[src/rtl/truth_table_sweep_ctrl.sv]
// Truth-table sweep controller: drives all eight input rows of a 3-input gate,
// waits a settle interval per row, samples the gate output and compares the
// assembled byte against the expected function code.
module truth_table_sweep_ctrl #(
  parameter logic [7:0]  EXPECTED      = 8'hC2,
  parameter int unsigned SETTLE_CYCLES = 4,
  parameter int unsigned CNT_W         = 8
) (
  input  logic       clk,
  input  logic       rst,
  input  logic       start,
  input  logic       abort,
  input  logic       gate_out,
  output logic       in1,
  output logic       in2,
  output logic       in3,
  output logic       busy,
  output logic       done,
  output logic [7:0] captured,
  output logic       pass,
  output logic [7:0] mismatch
);

  typedef enum logic [2:0] {
    S_IDLE,
    S_APPLY,
    S_WAIT,
    S_SAMPLE,
    S_DONE
  } state_t;

  localparam logic [CNT_W-1:0] SETTLE = CNT_W'(SETTLE_CYCLES);
  localparam logic [CNT_W-1:0] ONE    = CNT_W'(1);

  state_t           state_q, state_d;
  logic [2:0]       idx_q, idx_d;
  logic [CNT_W-1:0] cnt_q, cnt_d;
  logic [2:0]       ins_q, ins_d;
  logic             busy_q, busy_d;
  logic             done_q, done_d;
  logic [7:0]       captured_q, captured_d;
  logic             pass_q, pass_d;
  logic [7:0]       mismatch_q, mismatch_d;

  // Next-state and next-output logic; gate inputs are loaded on entry to APPLY
  // so they are already stable during APPLY, WAIT and SAMPLE of each row.
  always_comb begin
    state_d    = state_q;
    idx_d      = idx_q;
    cnt_d      = cnt_q;
    ins_d      = ins_q;
    busy_d     = busy_q;
    done_d     = 1'b0;
    captured_d = captured_q;
    pass_d     = pass_q;
    mismatch_d = mismatch_q;

    case (state_q)
      S_IDLE: begin
        if (start && !abort) begin
          state_d    = S_APPLY;
          idx_d      = 3'd0;
          ins_d      = 3'd0;
          busy_d     = 1'b1;
          captured_d = 8'h00;
          pass_d     = 1'b0;
          mismatch_d = 8'h00;
        end
      end
      S_APPLY: begin
        cnt_d   = SETTLE;
        state_d = (SETTLE_CYCLES > 0) ? S_WAIT : S_SAMPLE;
      end
      S_WAIT: begin
        cnt_d = cnt_q - ONE;
        if (cnt_q <= ONE) begin
          state_d = S_SAMPLE;
        end
      end
      S_SAMPLE: begin
        captured_d[3'd7 - idx_q] = gate_out;
        if (idx_q == 3'd7) begin
          state_d    = S_DONE;
          busy_d     = 1'b0;
          done_d     = 1'b1;
          pass_d     = (captured_d == EXPECTED);
          mismatch_d = captured_d ^ EXPECTED;
        end else begin
          idx_d   = idx_q + 3'd1;
          ins_d   = idx_q + 3'd1;
          state_d = S_APPLY;
        end
      end
      S_DONE: begin
        state_d = S_IDLE;
        ins_d   = 3'd0;
      end
      default: begin
        state_d = S_IDLE;
        ins_d   = 3'd0;
        busy_d  = 1'b0;
      end
    endcase

    // Abort cancels an active sweep outright: no sample is taken in the abort
    // cycle, the partial capture is kept, and the verdict is cleared.
    if (abort && (state_q == S_APPLY || state_q == S_WAIT || state_q == S_SAMPLE)) begin
      state_d    = S_IDLE;
      ins_d      = 3'd0;
      busy_d     = 1'b0;
      done_d     = 1'b0;
      captured_d = captured_q;
      pass_d     = 1'b0;
      mismatch_d = 8'h00;
    end
  end

  // State and registered outputs, cleared immediately by reset.
  always_ff @(posedge clk or posedge rst) begin
    if (rst) begin
      state_q    <= S_IDLE;
      idx_q      <= 3'd0;
      cnt_q      <= '0;
      ins_q      <= 3'd0;
      busy_q     <= 1'b0;
      done_q     <= 1'b0;
      captured_q <= 8'h00;
      pass_q     <= 1'b0;
      mismatch_q <= 8'h00;
    end else begin
      state_q    <= state_d;
      idx_q      <= idx_d;
      cnt_q      <= cnt_d;
      ins_q      <= ins_d;
      busy_q     <= busy_d;
      done_q     <= done_d;
      captured_q <= captured_d;
      pass_q     <= pass_d;
      mismatch_q <= mismatch_d;
    end
  end

  assign in1      = ins_q[2];
  assign in2      = ins_q[1];
  assign in3      = ins_q[0];
  assign busy     = busy_q;
  assign done     = done_q;
  assign captured = captured_q;
  assign pass     = pass_q;
  assign mismatch = mismatch_q;

endmodule

[config.mk]
export PLATFORM = sky130hd
export DESIGN_NAME = truth_table_sweep_ctrl
export DESIGN_NICKNAME = d
export VERILOG_FILES = /design/src/rtl/truth_table_sweep_ctrl.sv
export SDC_FILE = /design/constraint.sdc
export NUM_CORES = 1
export LEC_CHECK = 0
export ABC_AREA = 1
export CAP_MARGIN = 20
export CORE_AREA = 2 2 85 87
export CTS_BUF_LIST = sky130_fd_sc_hd__clkbuf_4
export CTS_CLUSTER_DIAMETER = 100
export DETAILED_ROUTE_END_ITERATION = 10
export DIE_AREA = 0 0 87 89
export HOLD_SLACK_MARGIN = 0.1
export PLACE_DENSITY = 0.59
export SKIP_LAST_GASP = 1
export SLEW_MARGIN = 20
export SYNTH_ARGS = -nofsm -noshare
export SYNTH_HDL_FRONTEND = slang
export SYNTH_SLANG_ARGS = --single-unit
[constraint.sdc]
create_clock -name clk -period 2.6 [get_ports clk]
set_clock_uncertainty 0.05 [all_clocks]
set_input_delay 0.39 -clock clk [delete_from_list [all_inputs] [get_ports clk]]
set_output_delay 0.39 -clock clk [all_outputs]
set_load 0.05 [all_outputs]
==> metrics.csv <==
stage,metric,value,unit
logic_synthesis,ys_seq_elements,36,
cts,numClockSinks,36,
timing,finalSetupViolations,0,
cts,ctsHoldBuffers,0,
placement,io_buffer_count,26,
detailed_routing,dr.pass1.iters,4,
worst_hold_path,min-delay-path-class,primary input to async pin,
detailed_routing,route.vias.total,1649,
worst_setup_path,crit_family,buffers and inverters,
worst_setup_path,cp.arrival,1.56,ns
logic_synthesis,yosysSeqAreaShare,0.455,
cts,cts_buffer_depth,2,
run,cap_violations,0,
finish,nets,280,
timing,fmax,501,MHz
logic_synthesis,synth_most_common_cell,nand2_1,
timing,setup_tns,0,ns
worst_setup_path,r2r_cells,8,
floorplanning,die-height,89,µm
finish,post-route-util,0.354,
run_status,status,completed,
global_route,grt_pass1_wl,7470,µm
timing,min_period,2.00,ns
worst_setup_path,start_kind,flip-flop,
logic_synthesis,syn_nets,250,
worst_setup_path,cpPeakStageDelay,0.82,ns
cts,clkLatencyLatePin,0.34,ns
logic_synthesis,yosysWarnings,0,
global_route,grt_pass1_vias,1562,
logic_synthesis,ys_async_sr_fraction,1.00,
cts,post_cts_buffers,0,
finish,antennaDiodeCount,0,
floorplanning,std_cell_rows,30,
logic_synthesis,synth-edff-count,0,
timing,rsz0062_at_grt,false,
finish,syn2layout_area_growth,20.2,%
detailed_routing,route.detailed.drc,0,
floorplanning,initial_core_util,0.295,
cts,cts_resized,0,
finish,layout-drive-gt1-share,0.162,
cts,htree_levels,2,
worst_setup_path,critPathMaxFanout,3,
cts,cts_root_buf,clkbuf_4,
worst_setup_path,cpMaxStageDelayCell,clkdlybuf4s50_1,
worst_setup_path,critPathBufInv,1,
logic_synthesis,synthTopCellsByArea,"dfrtp_1 45%, nand2_1 11%, nand3_1 5.8%, inv_1 4.7%, o21ai_2 4.4%",
cts,path_clk_slew,0.11,ns
worst_setup_path,r2r_end,pass$_DFFE_PP0P_,
timing,finalMaxSlewViolations,0,
timing,hold_ws,0.402,ns
logic_synthesis,synth_top_area_share,0.455,
global_route,antenna_found_initial,0,
detailed_routing,drt_iter0_drc,138,
floorplanning,io_pins,27,
timing,hold_viol_final,0,
worst_setup_path,reg2reg_slack,0.78,ns
worst_setup_path,critPathKind,flip-flop to output pin,
floorplanning,core,6720,µm²
placement,gp_congestion,0.820,
timing,fin_crit_sh,0.768,
worst_setup_path,end_kind,output pin,
worst_setup_path,path_cells,clkdlybuf4s50_1,
logic_synthesis,synthFlopType,dfrtp_1,
pwr,p_per_area,998,nW/µm²
worst_setup_path,required,2.16,ns
detailed_routing,detail-route-antenna-nets,0,
cts,cts_buffers,5,
pwr,p_leak,0.00113,µW
cts,cts_tree,yes,
placement,dpl.hpwl,3210,µm
detailed_routing,vias_per_cell,4.68,
timing,maxSlewHeadroom,0.659,
logic_synthesis,syn_area_per_cell,8.22,µm²
logic_synthesis,yosys.area.top_type,dfrtp_1,
floorplanning,dieArea,7740,µm²
floorplanning,die_w,87,µm
detailed_routing,wl_per_cell,12.2,µm
global_route,grt_max_degree,37,
timing,tightest_slew,0.510,ns
pwr,ir_drop,286,µV
logic_synthesis,synth_common_cells,"57 x nand2_1, 36 x dfrtp_1, 25 x inv_1",
detailed_routing,wl,4300,µm
global_route,overflow,0,
logic_synthesis,syn-instance-count,241,
worst_setup_path,r2r-start,idx_q[0]$_DFFE_PP0P_,
logic_synthesis,syn_area,1980,µm²
logic_synthesis,synth.distinct_cells,27,
global_route,track_usage,0.123,
==> per-layer routing <==
layer	share of wire	vias to the layer above	global-route usage
li1	-	859	-
met1	0.50	739	0.177
met2	0.44	44	0.180
met3	0.043	7	0.0249
met4	0.017	0	0.0497
met5	0	-	0
==> layout make-up <==
type | count | area, µm²
clock inverter | 1 | 3.75
sequential | 36 | 901
clock buffer | 7 | 52.6
multi-input combinational | 170 | 935
timing repair buffer | 28 | 275
tap | 80 | 100
inverter | 30 | 114
fill | 710 | 4340
==> placed cells by master, fill, tap and decap left out, drive strengths merged, types with 4 or more instances in the layout <==
cell | Yosys | final
o21ai | 30 | 30
nor2 | 19 | 19
clkdlybuf4s50 | 0 | 26
a21oi | 7 | 7
nand3 | 29 | 29
ha | 4 | 4
dfrtp | 36 | 36
clkbuf | 0 | 7
nand4 | 7 | 7
inv | 29 | 29
nand2 | 67 | 67
==> where the power goes <==
group          leakage [µW]  switching (µW)  internal, µW  total (µW)
clock             0.0000338             184           125         309
sequential         0.000485             152           689         840
combinational      0.000615             841           386        1230
==> cell families (layout without fill, tap and decap cells) <==
logic type,Yosys count,count (layout),synth area share
compound gates,41,41,0.126
simple gates,125,125,0.320
fa+ha+maj,4,4,0.0253
flops,36,36,0.455
buf+inv,35,66,0.0733
==> how the worst max path moves through the flow <==
| stage | end | slack, ns | cells past startpoint | from |
|---|---|---|---|---|
| floorplan | mismatch[0]$_DFFE_PP0P_ | 1.12 | 8 | idx_q[0]$_DFFE_PP0P_ |
| global placement | pass$_DFFE_PP0P_ | 0.72 | 8 | abort |
| detailed placement | busy$_DFFE_PP0P_ | 0.69 | 7 | abort |
| CTS | captured[0] | 0.58 | 1 | captured[0]$_DFFE_PP0P_ |
| global route | captured[0] | 0.53 | 1 | captured[0]$_DFFE_PP0P_ |
| finish | captured[4] | 0.60 | 1 | captured[4]$_DFFE_PP0P_ |
==> flip-flops by register name, summed over array words and instances, names as in the netlist <==
register	count
busy	1
captured	8
cnt_q	8
done	1
idx_q	3
ins_q	3
mismatch	8
pass	1
state_q	3
==> metrics by stage <==
| step | worst slack [ns] | cell area (µm²) | total power [µW] | instances |
|---|---|---|---|---|
| final | 0.604 | 2380 | 2380 | 352 |
| after global routing | 0.525 | 2380 | 2600 | 352 |
| after CTS | 0.580 | 2380 | 2410 | 352 |
| after detailed placement | 0.689 | 2320 | 2090 | 344 |
| after global placement | 0.724 | 2320 | 2070 | 344 |
| after floorplan | 1.12 | 1980 | 1820 | 241 |
(Power assumes the default switching activity.)
